===== src/rtl/lfsr_sched_if.sv =====
// lfsr_sched_if: request/grant/data handshake between lfsr_sched and its two
// word consumers.
//   req       [1:0]      per-requester word request (level, held until ack)
//   ack       [1:0]      per-requester accept, meaningful only with own gnt bit
//   gnt       [1:0]      one-hot grant, 00 when nothing is being delivered
//   rnd_data  [WIDTH-1:0] captured LFSR word
//   rnd_valid            rnd_data valid for the granted requester
// master = consumer side, slave = scheduler side.
interface lfsr_sched_if #(
  parameter int WIDTH = 17
);
  logic [1:0]       req;
  logic [1:0]       ack;
  logic [1:0]       gnt;
  logic [WIDTH-1:0] rnd_data;
  logic             rnd_valid;

  modport master (
    output req,
    output ack,
    input  gnt,
    input  rnd_data,
    input  rnd_valid
  );

  modport slave (
    input  req,
    input  ack,
    output gnt,
    output rnd_data,
    output rnd_valid
  );
endinterface


===== src/rtl/lfsr_sched.sv =====
// lfsr_sched: shares one Fibonacci LFSR between two requesters. On start the
// LFSR is seeded; each delivered word is preceded by STEPS shifts to
// decorrelate consecutive words, then handed to one requester chosen
// round-robin, with a valid/ack handshake.
//
// Ports
//   clk, rst_n      clock, asynchronous active-low reset
//   start           (re)seed request, honoured in IDLE and ARB only
//   lfsr_q          LFSR state from the datapath
//   lfsr_max_tick   LFSR full-period pulse
//   lfsr_sh_en      LFSR shift enable
//   lfsr_rst_en     LFSR seed load
//   busy            high in every state except IDLE and ARB
//   period_cnt      max_tick pulses since last seed, wraps
//   lock_err        sticky all-zero LFSR flag
//   bus             lfsr_sched_if.slave: req/ack/gnt/rnd_data/rnd_valid
//
// Optional feature: define LFSR_SCHED_LOCKUP_DETECT_EN to check the captured
// word for the all-zero lockup state. A zero word is then not delivered; the
// LFSR is reseeded and the same requester is served again. Without the macro
// lock_err is tied low and a zero word is delivered like any other.
//
// state   | meaning
// IDLE    | waiting for start, requests ignored
// INIT    | one-cycle LFSR seed load, period_cnt cleared
// ARB     | pick next requester (start has priority)
// SHIFT   | LFSR shifting, STEPS cycles
// CAPT    | latch lfsr_q into rnd_data
// DELIV   | word offered to granted requester until ack or request drop
module lfsr_sched #(
  parameter int WIDTH = 17,
  parameter int STEPS = 4,
  parameter int CNT_W = 8
) (
  input  logic             clk,
  input  logic             rst_n,
  input  logic             start,
  input  logic [WIDTH-1:0] lfsr_q,
  input  logic             lfsr_max_tick,
  output logic             lfsr_sh_en,
  output logic             lfsr_rst_en,
  output logic             busy,
  output logic [CNT_W-1:0] period_cnt,
  output logic             lock_err,
  lfsr_sched_if.slave      bus
);

  typedef enum logic [2:0] {
    S_IDLE, S_INIT, S_ARB, S_SHIFT, S_CAPT, S_DELIV
  } state_t;

  // Step counter counts down to a terminal count of zero.
  localparam logic [7:0] STEPS_M1 = 8'(STEPS - 1);

  state_t     state;
  logic       g;        // latched winner for the word in flight
  logic       last_g;   // requester served last
  logic [7:0] step_cnt;
  logic       win;

`ifdef LFSR_SCHED_LOCKUP_DETECT_EN
  logic relock;         // INIT entered from a lockup: resume SHIFT for g
`else
  assign lock_err = 1'b0;
`endif

  // Both requesting: whoever was not served last. Single: that one.
  always_comb begin
    win = bus.req[1];
    if (bus.req == 2'b11) win = ~last_g;
  end

  always_ff @(posedge clk or negedge rst_n) begin
    if (!rst_n) begin
      state         <= S_IDLE;
      g             <= 1'b0;
      last_g        <= 1'b1;
      step_cnt      <= '0;
      lfsr_sh_en    <= 1'b0;
      lfsr_rst_en   <= 1'b0;
      busy          <= 1'b0;
      period_cnt    <= '0;
      bus.gnt       <= 2'b00;
      bus.rnd_data  <= '0;
      bus.rnd_valid <= 1'b0;
`ifdef LFSR_SCHED_LOCKUP_DETECT_EN
      lock_err      <= 1'b0;
      relock        <= 1'b0;
`endif
    end else begin
      // INIT clear wins over a coincident tick.
      if (state == S_INIT)
        period_cnt <= '0;
      else if (state != S_IDLE && lfsr_max_tick)
        period_cnt <= period_cnt + 1'b1;

      case (state)
        S_IDLE: begin
          if (start) begin
            state       <= S_INIT;
            lfsr_rst_en <= 1'b1;
            busy        <= 1'b1;
          end
        end

        S_INIT: begin
          lfsr_rst_en <= 1'b0;
`ifdef LFSR_SCHED_LOCKUP_DETECT_EN
          if (relock) begin
            relock     <= 1'b0;
            state      <= S_SHIFT;
            lfsr_sh_en <= 1'b1;
            step_cnt   <= STEPS_M1;
          end else begin
`else
          begin
`endif
            state <= S_ARB;
            busy  <= 1'b0;
          end
        end

        S_ARB: begin
          if (start) begin
            state       <= S_INIT;
            lfsr_rst_en <= 1'b1;
            busy        <= 1'b1;
          end else if (|bus.req) begin
            g          <= win;
            state      <= S_SHIFT;
            lfsr_sh_en <= 1'b1;
            busy       <= 1'b1;
            step_cnt   <= STEPS_M1;
          end
        end

        S_SHIFT: begin
          if (step_cnt == 8'd0) begin
            lfsr_sh_en <= 1'b0;
            state      <= S_CAPT;
          end else begin
            step_cnt <= step_cnt - 8'd1;
          end
        end

        S_CAPT: begin
`ifdef LFSR_SCHED_LOCKUP_DETECT_EN
          if (lfsr_q == '0) begin
            lock_err    <= 1'b1;
            relock      <= 1'b1;
            state       <= S_INIT;
            lfsr_rst_en <= 1'b1;
          end else begin
`else
          begin
`endif
            bus.rnd_data  <= lfsr_q;
            bus.rnd_valid <= 1'b1;
            bus.gnt       <= g ? 2'b10 : 2'b01;
            state         <= S_DELIV;
          end
        end

        S_DELIV: begin
          if (bus.ack[g]) begin
            last_g        <= g;
            state         <= S_ARB;
            bus.rnd_valid <= 1'b0;
            bus.gnt       <= 2'b00;
            busy          <= 1'b0;
          end else if (!bus.req[g]) begin
            // Requester withdrew: word discarded, pointer untouched.
            state         <= S_ARB;
            bus.rnd_valid <= 1'b0;
            bus.gnt       <= 2'b00;
            busy          <= 1'b0;
          end
        end

        default: begin
          state         <= S_IDLE;
          lfsr_sh_en    <= 1'b0;
          lfsr_rst_en   <= 1'b0;
          busy          <= 1'b0;
          bus.rnd_valid <= 1'b0;
          bus.gnt       <= 2'b00;
        end
      endcase
    end
  end

endmodule


===== src/flat_wrapper.sv =====
// flat-port wrapper written by rule: the top's interface ports become plain ports
module lfsr_sched_flat 
#(
  parameter int WIDTH = 17,
  parameter int STEPS = 4,
  parameter int CNT_W = 8
)
  (clk, rst_n, start, lfsr_q, lfsr_max_tick, lfsr_sh_en, lfsr_rst_en, busy, period_cnt, lock_err, bus_req, bus_ack, bus_gnt, bus_rnd_data, bus_rnd_valid);
  lfsr_sched_if #(.WIDTH(WIDTH)) bus_i ();
  input  logic clk;
  input  logic rst_n;
  input  logic start;
  input  logic [WIDTH-1:0] lfsr_q;
  input  logic lfsr_max_tick;
  output logic lfsr_sh_en;
  output logic lfsr_rst_en;
  output logic busy;
  output logic [CNT_W-1:0] period_cnt;
  output logic lock_err;
  input wire logic [$bits(bus_i.req)-1:0] bus_req;
  input wire logic [$bits(bus_i.ack)-1:0] bus_ack;
  output wire logic [$bits(bus_i.gnt)-1:0] bus_gnt;
  output wire logic [$bits(bus_i.rnd_data)-1:0] bus_rnd_data;
  output wire logic [$bits(bus_i.rnd_valid)-1:0] bus_rnd_valid;
  assign bus_i.req = bus_req;
  assign bus_i.ack = bus_ack;
  assign bus_gnt = bus_i.gnt;
  assign bus_rnd_data = bus_i.rnd_data;
  assign bus_rnd_valid = bus_i.rnd_valid;
  lfsr_sched #(.WIDTH(WIDTH), .STEPS(STEPS), .CNT_W(CNT_W)) u_core (.clk(clk), .rst_n(rst_n), .start(start), .lfsr_q(lfsr_q), .lfsr_max_tick(lfsr_max_tick), .lfsr_sh_en(lfsr_sh_en), .lfsr_rst_en(lfsr_rst_en), .busy(busy), .period_cnt(period_cnt), .lock_err(lock_err), .bus(bus_i));
endmodule

===== config.mk =====
export PLATFORM = sky130hd
export DESIGN_NAME = lfsr_sched_flat
export DESIGN_NICKNAME = d
export VERILOG_FILES = /design/src/rtl/lfsr_sched_if.sv /design/src/rtl/lfsr_sched.sv /design/src/flat_wrapper.sv
export SDC_FILE = /design/constraint.sdc
export NUM_CORES = 1
export LEC_CHECK = 0
export ABC_AREA = 1
export CORE_MARGIN = 10
export CORE_UTILIZATION = 49
export DETAILED_ROUTE_END_ITERATION = 12
export HOLD_SLACK_MARGIN = 0.12
export PLACE_DENSITY = 0.8
export SLEW_MARGIN = 5
export SYNTH_ARGS = -nofsm -noshare
export SYNTH_HDL_FRONTEND = slang
export SYNTH_SLANG_ARGS = --single-unit
export TNS_END_PERCENT = 30

===== constraint.sdc =====
create_clock -name clk -period 1.8 [get_ports clk]
set_input_delay 0.36 -clock clk [delete_from_list [all_inputs] [get_ports clk]]
set_output_delay 0.36 -clock clk [all_outputs]
set_load 0.05 [all_outputs]

After elaboration in Yosys (flattened, before gate mapping)
Index checks and enable logic that the tools add are counted.
- output and inout bits: 32
- word-level logic and storage cells: 87
- input port bits: 25
- register bits: 44
- multiplexer cells: 33
- equality and inequality tests: 14
- reductions and logical operators: 20
- bitwise operators: 6
- $lt $le $gt $ge: 1
- add/subtract/negate cells: 2
- operators by type and width (cell ; count):
    $mux W8 ; 5
    $mux W3 ; 6
    $pmux W3 S6 ; 1
    $pmux W8 S2 ; 1
    $reduce_and A4 Y1 ; 4
    $mux W1 ; 12
    $add A8 B1 Y8 const B ; 1
    $logic_not A8 Y1 ; 1
    $reduce_or A4 Y1 ; 2
    $sub A8 B1 Y8 const B ; 1
    $eq A3 B2 Y1 const B ; 2
    $eq A3 B3 Y1 const B ; 2
    $mux W2 ; 3
    $ne A2 B1 Y1 const B ; 3
    $ne A2 B2 Y1 const B ; 3
    $ne A3 B2 Y1 const B ; 2
    $not A1 Y1 ; 6
    $pmux W1 S3 ; 2
    $pmux W2 S3 ; 1
    $reduce_and A2 Y1 ; 3
    $reduce_or A2 Y1 ; 3
    $pmux W1 S4 ; 1
    $reduce_bool A2 Y1 ; 2
    $eq A3 B1 Y1 const B ; 1
    other kinds (8) ; 8

Longest topological paths before layout
Gate-level depths: netlist of run 1.
- depth in word-level cells: 5
- mapped depth: 9

Worst setup path before layout of run 1
Ideal clock, no wire load.
- path kind: reg-to-reg
- from: register u_core.period_cnt[0]
- to: register u_core.period_cnt[5]
- cell stages (with the launch flop): 6
- period minus slack after synthesis: 1.394 ns
- data arrival time: 1.272 ns
- required time: 1.679 ns
- buffers on the path: 0
- setup slack: 0.406 ns
- cells stage by stage: dfrtp_1 -> nand3_1 -> nor2_1 -> nand2_1 -> o21ai_0 -> nor2_1
- cells in the longest elaborated chain, start to end: 3
- ends and longest elaborated chain (what ; RTL line ; text):
    start, declared ; lfsr_sched.sv:43 ; output logic [CNT_W-1:0] period_cnt,
    start signal, assigned ; lfsr_sched.sv:95 ; period_cnt <= period_cnt + 1'b1;
    $add A8 B1 Y8 ; lfsr_sched.sv:95 ;
    $mux W8 ; lfsr_sched.sv:94 ; else if (state != S_IDLE && lfsr_max_tick)
    $mux W8 ; lfsr_sched.sv:92 ; if (state == S_INIT)
Every way passes these cells. The select of a mux whose other input is x is not followed.
A chain may end at the register's enable or synchronous reset.

Worst setup path after layout of run 1
- from: register u_core.step_cnt[0]
- to: register u_core.lfsr_sh_en
- cells in the longest elaborated chain, start to end: 3
- ends and longest elaborated chain (what ; RTL line ; text):
    start, declared ; lfsr_sched.sv:58 ; logic [7:0] step_cnt;
    start signal, assigned ; lfsr_sched.sv:142 ; step_cnt <= step_cnt - 8'd1;
    $logic_not A8 Y1 ; lfsr_sched.sv:138 ; if (step_cnt == 8'd0) begin
    $ne A2 B1 Y1 (no source line) ; -- ;
    $reduce_and A4 Y1 (no source line) ; -- ;
    end signal, assigned ; lfsr_sched.sv:131 ; lfsr_sh_en <= 1'b1;
    end signal, assigned ; lfsr_sched.sv:139 ; lfsr_sh_en <= 1'b0;
    end signal, assigned ; lfsr_sched.sv:182 ; lfsr_sh_en <= 1'b0;
    end, declared ; lfsr_sched.sv:40 ; output logic lfsr_sh_en,
Every way passes these cells.

==> impl_metrics.yaml, run 1 <==
placed_design:
  dp_hpwl_um: 3940
  io_buffers: 55
  place_congestion: 0.817
  placed_area_um2: 2770
sta:
  slew_viol_final: 0
  grt_setup_unrepaired: "no"
  setup_tns_ns: 0
  period_minus_slack_ns: 1.56
  finalClockSkew_ns: 0.00496
  fmax_mhz: 639
  period_share_pct: 86.9
  final-hold-violation-count: 0
  setup_viol: 0
yosys:
  syn_nets: 310
  yosysMostFrequentCell: "nand2_1"
  yosys_warnings: 0
  synth_cell_types: 33
  ys_seq_area_share_pct: 48.7
  ys.flop_type: "dfrtp_1"
  synthCells: 282
  netlist.area_leader.share_pct: 47.5
  syn_area_per_cell_um2: 8.03
  async_flop_share_pct: 100
  synth_top_area_cell: "dfrtp_1"
  synth-edff-count: 0
  post_synth_most_frequent_cells: "nand2_1 (100), dfrtp_1 (43), inv_1 (25), nor2_1 (19), nand3_1 (17)"
  ys_seq_elements: 44
  synth_area_um2: 2260
  synthTopCellsByArea: "dfrtp_1 (48%), nand2_1 (17%), inv_1 (4.1%)"
grt:
  grt_pass1_wl_um: 9120
  track_usage_pct: 14.7
  grt-busiest-layer: "met2"
  use_met3_pct: 7.15
  grt_pass1_vias: 1997
  grt_max_degree: 29
  grt_remaining_overflow: 0
  met1_usage_pct: 15.3
  grt_use_met2_pct: 25.3
  antenna_found_initial: 0
worst_setup_path:
  cp.required_ns: 1.99
  endpoint_kind: "register"
  start_kind: "register"
  r2r.worst_path.cells: 9
  worstPathArrival_ns: 1.75
  setup.worst_path.class: "register to register"
  critPathMaxFanout: 8
flow_run:
  maxCapViolCount: 0
floorplan:
  dieHeight_um: 88.0
  die_area_um2: 7740
  die_w_um: 88.0
  pin_count: 57
  initial_utilization_pct: 51.3
  rows: 24
  core_um2: 4410
drt:
  post_drt_wl_per_cell_um: 13.5
  ant_nets: 0
  vias: 1972
  wl_um: 5330
  via_per_inst: 5.01
  drc_errors: 0
  firstDrtPassIters: 4
  drtIter0Drc: 85
clocking:
  path_clk_slew_ns: 0.08
  cts_sinks: 44
  clockRootBuffer: "clkbuf_8"
  cts_max_level: 2
  post_cts_buffers: 0
  cts_tree: "yes"
  cts_max_path_buffers: 2
  numCtsBuffers: 5
  clk_latency_ns: 0.30
layout:
  num_antenna_cells: 0
  post-route-util_pct: 65.9
  area_growth_pct: 28.6
  final_area_um2: 2910
  drive_above_1_share_pct: 21.1
  fillers: 397
  nets: 369
min_path:
  hold_path_depth: 2
  holdCritPathClass: "register to register"
power:
  p_leak_nw: 1.49
  p_per_area_nw_per_um2: 1920
  power.total_mw: 5.58
  vdd_drop_max_mv: 1.09
status:
  status: "finished, final reports clean"
[stage by stage]
step | hold WS (ns) | setup slack (ns) | cells
2_1_floorplan | 0.0644 | 0.406 | 282
6_report | 0.479 | 0.235 | 394
3_5_place_dp | 0.320 | 0.113 | 385
3_3_place_gp | 0.318 | 0.147 | 385
5_1_grt | 0.497 | 0.0338 | 394
4_1_cts | 0.485 | 0.148 | 394
[registers in the layout (all words and copies together), names as in the netlist]
register / flops
u_core.lfsr_rst_en: 1
u_core.bus.gnt: 2
u_core.state: 3
u_core.g: 1
u_core.busy: 1
u_core.period_cnt: 8
u_core.bus.rnd_data: 17
u_core.lfsr_sh_en: 1
u_core.bus.rnd_valid: 1
u_core.step_cnt: 8
u_core.last_g: 1
[layer usage]
layer / share of wire, % / up-vias
met5: 0 / -
met4: 1.1 / 0
met3: 9.5 / 5
met2: 49 / 53
met1: 40 / 903
li1: - / 1011
[power breakdown]
part | total [mW] | switching, mW | internal [mW]
sequential | 1.71 | 0.321 | 1.39
combinational | 3.04 | 2.13 | 0.908
clock | 0.827 | 0.337 | 0.490
[critical path, stage by stage, from the launching register on]
cell and delay [ns]:
dfrtp_1 0.41, inv_1 0.14, ha_1 0.16, nand2_1 0.06, nor2_1 0.18, nand2_1 0.11, nand2_2 0.17, nand3_1 0.10
nand2_1 0.07, nand2_1 0.05
[worst paths after layout]
check	endpoint	slack (ns)	start
worst min register to register	u_core.bus.rnd_data[8]$_DFFE_PN0P_	0.48	u_core.bus.rnd_data[8]$_DFFE_PN0P_
min in group asynchronous	u_core.period_cnt[6]$_DFFE_PN0P_	0.53	rst_n
worst max-delay path	u_core.lfsr_sh_en$_DFFE_PN0P_	0.24	u_core.step_cnt[0]$_DFFE_PN0P_
max in group asynchronous	u_core.last_g$_DFFE_PN1P_	0.70	rst_n
worst min-delay path	u_core.bus.rnd_data[8]$_DFFE_PN0P_	0.48	u_core.bus.rnd_data[8]$_DFFE_PN0P_
worst max register to register	u_core.lfsr_sh_en$_DFFE_PN0P_	0.24	u_core.step_cnt[0]$_DFFE_PN0P_
[area by class of cell]
class / count / area (µm²) / area share, %
sequential: 44 / 1100 / 37.9
clock buffer: 7 / 96.3 / 3.31
multi-input combinational: 200 / 990 / 34.0
timing repair buffer: 58 / 505 / 17.4
tap: 52 / 65.1 / 2.24
inverter: 32 / 121 / 4.17
clock inverter: 1 / 30.0 / 1.03
[kinds of logic after synthesis]
group | after synthesis | synth area share [%]
xor+xnor | 2 | 0.774
buf+inv | 38 | 7.68
fa+ha+maj | 3 | 1.66
flops | 44 | 48.7
simple gates | 163 | 32.4
other cells | 1 | 0.166
compound gates | 31 | 8.57
[what timing repair did]
| action | CTS | global route |
|---|---|---|
| endpoints found under the setup margin | 0 | 2 |
| hold buffers | 1 | 0 |
| hold endpoints to repair | 16 | 0 |
| resized for setup | 0 | 1 |
[layout by cell type, fill, tap and decap left out, drive strengths merged, types with 2 or more instances in the layout]
master / Yosys / final
nand4: 7 / 7
ha: 3 / 3
clkbuf: 0 / 7
nand2: 107 / 107
buf: 6 / 34
a21oi: 5 / 5
nor2: 21 / 21
inv: 30 / 30
o21ai: 23 / 23
xor2: 2 / 2
clkdlybuf4s50: 0 / 23
nor3: 5 / 5
clkinv: 2 / 2
dfrtp: 43 / 43
nand3: 21 / 21
(Power assumes the default switching activity.)
==> run 2, diff against run 1 <==
ABC_AREA = not set   (was 1)
CORE_UTILIZATION = 48   (was 49)
PLACE_DENSITY = 0.79   (was 0.8)
==> impl_metrics.yaml, run 2 <==
status:
  status: "finished, final reports clean"
layout:
  final_common_cell: "buf_4"
  regMostFlops: "u_core.bus.rnd_data"
  largest_reg_flops: 17
  top_regs: "u_core.bus.rnd_data: 17 flops, u_core.period_cnt: 8 flops, u_core.step_cnt: 8 flops"
  fillers: 357
  final_area_um2: 2900
  area_growth_pct: 33.5
  layout_common_cells: "buf_4 (47), dfrtp_1 (43), clkdlybuf4s50_1 (23)"
  final_cells: 319
  drive_above_1_share_pct: 32.6
  nets: 294
  num_antenna_cells: 0
yosys:
  post_synth_most_frequent_cells: "dfrtp_1 (43), mux2_2 (18), a21oi_1 (17), nor2_1 (14), o21ai_0 (10)"
  syn_area_per_cell_um2: 11.2
  synth_top_area_cell: "dfrtp_1"
  ys.flop_type: "dfrtp_1"
  ys_seq_elements: 44
  synth_cell_types: 55
  synth-edff-count: 0
  yosys_warnings: 0
  ys_seq_area_share_pct: 50.7
  yosysMostFrequentCell: "dfrtp_1"
  synth_area_um2: 2170
  syn_nets: 222
  async_flop_share_pct: 100
  synthTopCellsByArea: "dfrtp_1 (49%), mux2_2 (9.3%), a21oi_1 (3.9%)"
  synthCells: 194
  netlist.area_leader.share_pct: 49.5
worst_setup_path:
  r2r.worst_path.cells: 3
  cp_cell_sequence: "or4b_4 -> a31oi_4 -> a31oi_1"
  path_buf_inv: 0
  start_kind: "register"
  setup.worst_path.class: "register to register"
  cp.required_ns: 1.97
  r2r-end: "u_core.step_cnt[3]$_DFFE_PN0P_"
  endpoint_kind: "register"
  cp_slowest_stage_delay_ns: 0.60
  worstPathArrival_ns: 1.80
  critPathMaxFanout: 11
  r2r_setup_slack_ns: 0.17
  reg2reg_from: "u_core.state[2]$_DFFE_PN0P_"
  slowest_stage: "or4b_4"
  crit_family: "simple AND/OR/NAND/NOR gates"
min_path:
  hold_end: "u_core.bus.rnd_data[15]$_DFFE_PN0P_"
  hold_path_depth: 1
  holdCritPathClass: "register to register"
  min-delay-start: "u_core.bus.rnd_data[15]$_DFFE_PN0P_"
drt:
  firstDrtPassIters: 4
  wl_um: 5130
  via_per_inst: 5.50
  post_drt_wl_per_cell_um: 16.1
  vias: 1754
  drtIter0Drc: 80
  ant_nets: 0
  drc_errors: 0
clocking:
  clk_latency_ns: 0.29
  post_cts_buffers: 0
  cts_max_level: 2
  cts_max_path_buffers: 2
  numCtsBuffers: 5
  cts_sinks: 44
  cts_tree: "yes"
  clockRootBuffer: "clkbuf_8"
  path_clk_slew_ns: 0.08
grt:
  track_usage_pct: 14.0
  grt_pass1_vias: 1854
  grt_max_degree: 29
  antenna_found_initial: 0
  grt_pass1_wl_um: 8650
  grt_remaining_overflow: 0
sta:
  final-hold-violation-count: 0
  grt_setup_unrepaired: "no"
  period_share_pct: 90.6
  setup_viol: 0
  setup_tns_ns: 0
  fmax_mhz: 613
  slew_viol_final: 0
  period_minus_slack_ns: 1.63
  finalClockSkew_ns: 0.00564
placed_design:
  dp_cells: 310
  place_congestion: 0.790
  dp_hpwl_um: 3980
  io_buffers: 55
  placed_area_um2: 2800
flow_run:
  maxCapViolCount: 0
floorplan:
  pin_count: 57
  die_w_um: 87.3
  dieHeight_um: 87.3
  core_um2: 4380
  die_area_um2: 7620
  initial_utilization_pct: 49.6
  rows: 24
power:
  vdd_drop_max_mv: 1.29
  p_leak_nw: 1.31
  p_per_area_nw_per_um2: 1980
==> run 2: cell types whose count changed after synthesis, moves of 4 or more <==
| cell | change |
|---|---|
| nand2_2 | -7 |
| mux2_2 | +18 |
| nand3_1 | -16 |
| nor2_1 | -5 |
| nand4_1 | -4 |
| inv_2 | -5 |
| o21ai_1 | -4 |
| nand2_1 | -91 |
| o21ai_2 | -6 |
| a21oi_1 | +13 |
| inv_1 | -16 |
==> run 2: logic make-up after synthesis <==
family / after synthesis / share of synthesized area [%]
AO/OA/AOI/OAI: 56 / 18.0
XOR/XNOR: 3 / 1.21
adder cells (fa/ha/maj): 3 / 1.73
buffers and inverters: 18 / 4.54
flip-flops: 44 / 50.7
multiplexers: 19 / 9.78
other: 1 / 0.172
AND/OR/NAND/NOR: 50 / 13.9
==> run 2: where the power goes <==
group / switching (mW) / internal, mW
combinational: 2.01 / 1.28
sequential: 0.415 / 1.42
clock: 0.314 / 0.313
total: 2.73 / 3.01
==> run 2: worst max path at each step <==
| stage | start | end | slack, ns | depth (start not counted) |
|---|---|---|---|---|
| floorplan | u_core.state[1]$_DFFE_PN0P_ | u_core.bus.rnd_data[0]$_DFFE_PN0P_ | 0.21 | 6 |
| global route | u_core.step_cnt[0]$_DFFE_PN0P_ | u_core.state[1]$_DFFE_PN0P_ | 0.03 | 7 |
| CTS | u_core.state[2]$_DFFE_PN0P_ | u_core.step_cnt[3]$_DFFE_PN0P_ | 0.17 | 3 |
| global placement | start | u_core.step_cnt[3]$_DFFE_PN0P_ | -0.04 | 4 |
| detailed placement | start | u_core.step_cnt[3]$_DFFE_PN0P_ | -0.04 | 4 |
| finish | u_core.state[2]$_DFFE_PN0P_ | u_core.step_cnt[3]$_DFFE_PN0P_ | 0.17 | 3 |
==> run 2: repair_timing <==
item,4_1_cts,5_1_grt
resized for setup,0,0
hold endpoints to repair,16,0
hold buffers,1,0
==> run 2: final cells by class <==
type                    count  area [µm²]  share of cell area (%)
clock buffers               8        90.1                    3.10
inverters                   9        33.8                    1.16
multi-input cells         132         973                    33.5
flip-flops and latches     44        1100                    38.0
well taps                  52        65.1                    2.24
repair buffers             74         638                    22.0
==> run 2: routing by layer <==
layer / track usage [%] / up-vias / share of wire [%]
met5: 0 / - / 0
met4: 4.78 / 0 / 0.93
met3: 7.12 / 6 / 9.6
met2: 21.8 / 48 / 48
met1: 16.0 / 849 / 41
li1: - / 851 / -
==> run 2: worst register-to-register path, cell delays in order, from the launching register on <==
cell and delay (ns):
dfrtp_1 0.53, or4b_4 0.60, a31oi_4 0.27, a31oi_1 0.11
==> run 2: metrics by stage <==
step	setup slack, ns	utilization [%]	hold WS [ns]	total power, mW
2_1_floorplan	0.205	-	0.0644	4.10
3_3_place_gp	-0.0394	63.9	0.309	5.07
3_5_place_dp	-0.0449	63.9	0.307	5.15
4_1_cts	0.175	66.2	0.514	5.82
5_1_grt	0.0325	66.2	0.534	6.13
6_report	0.170	66.2	0.510	5.75
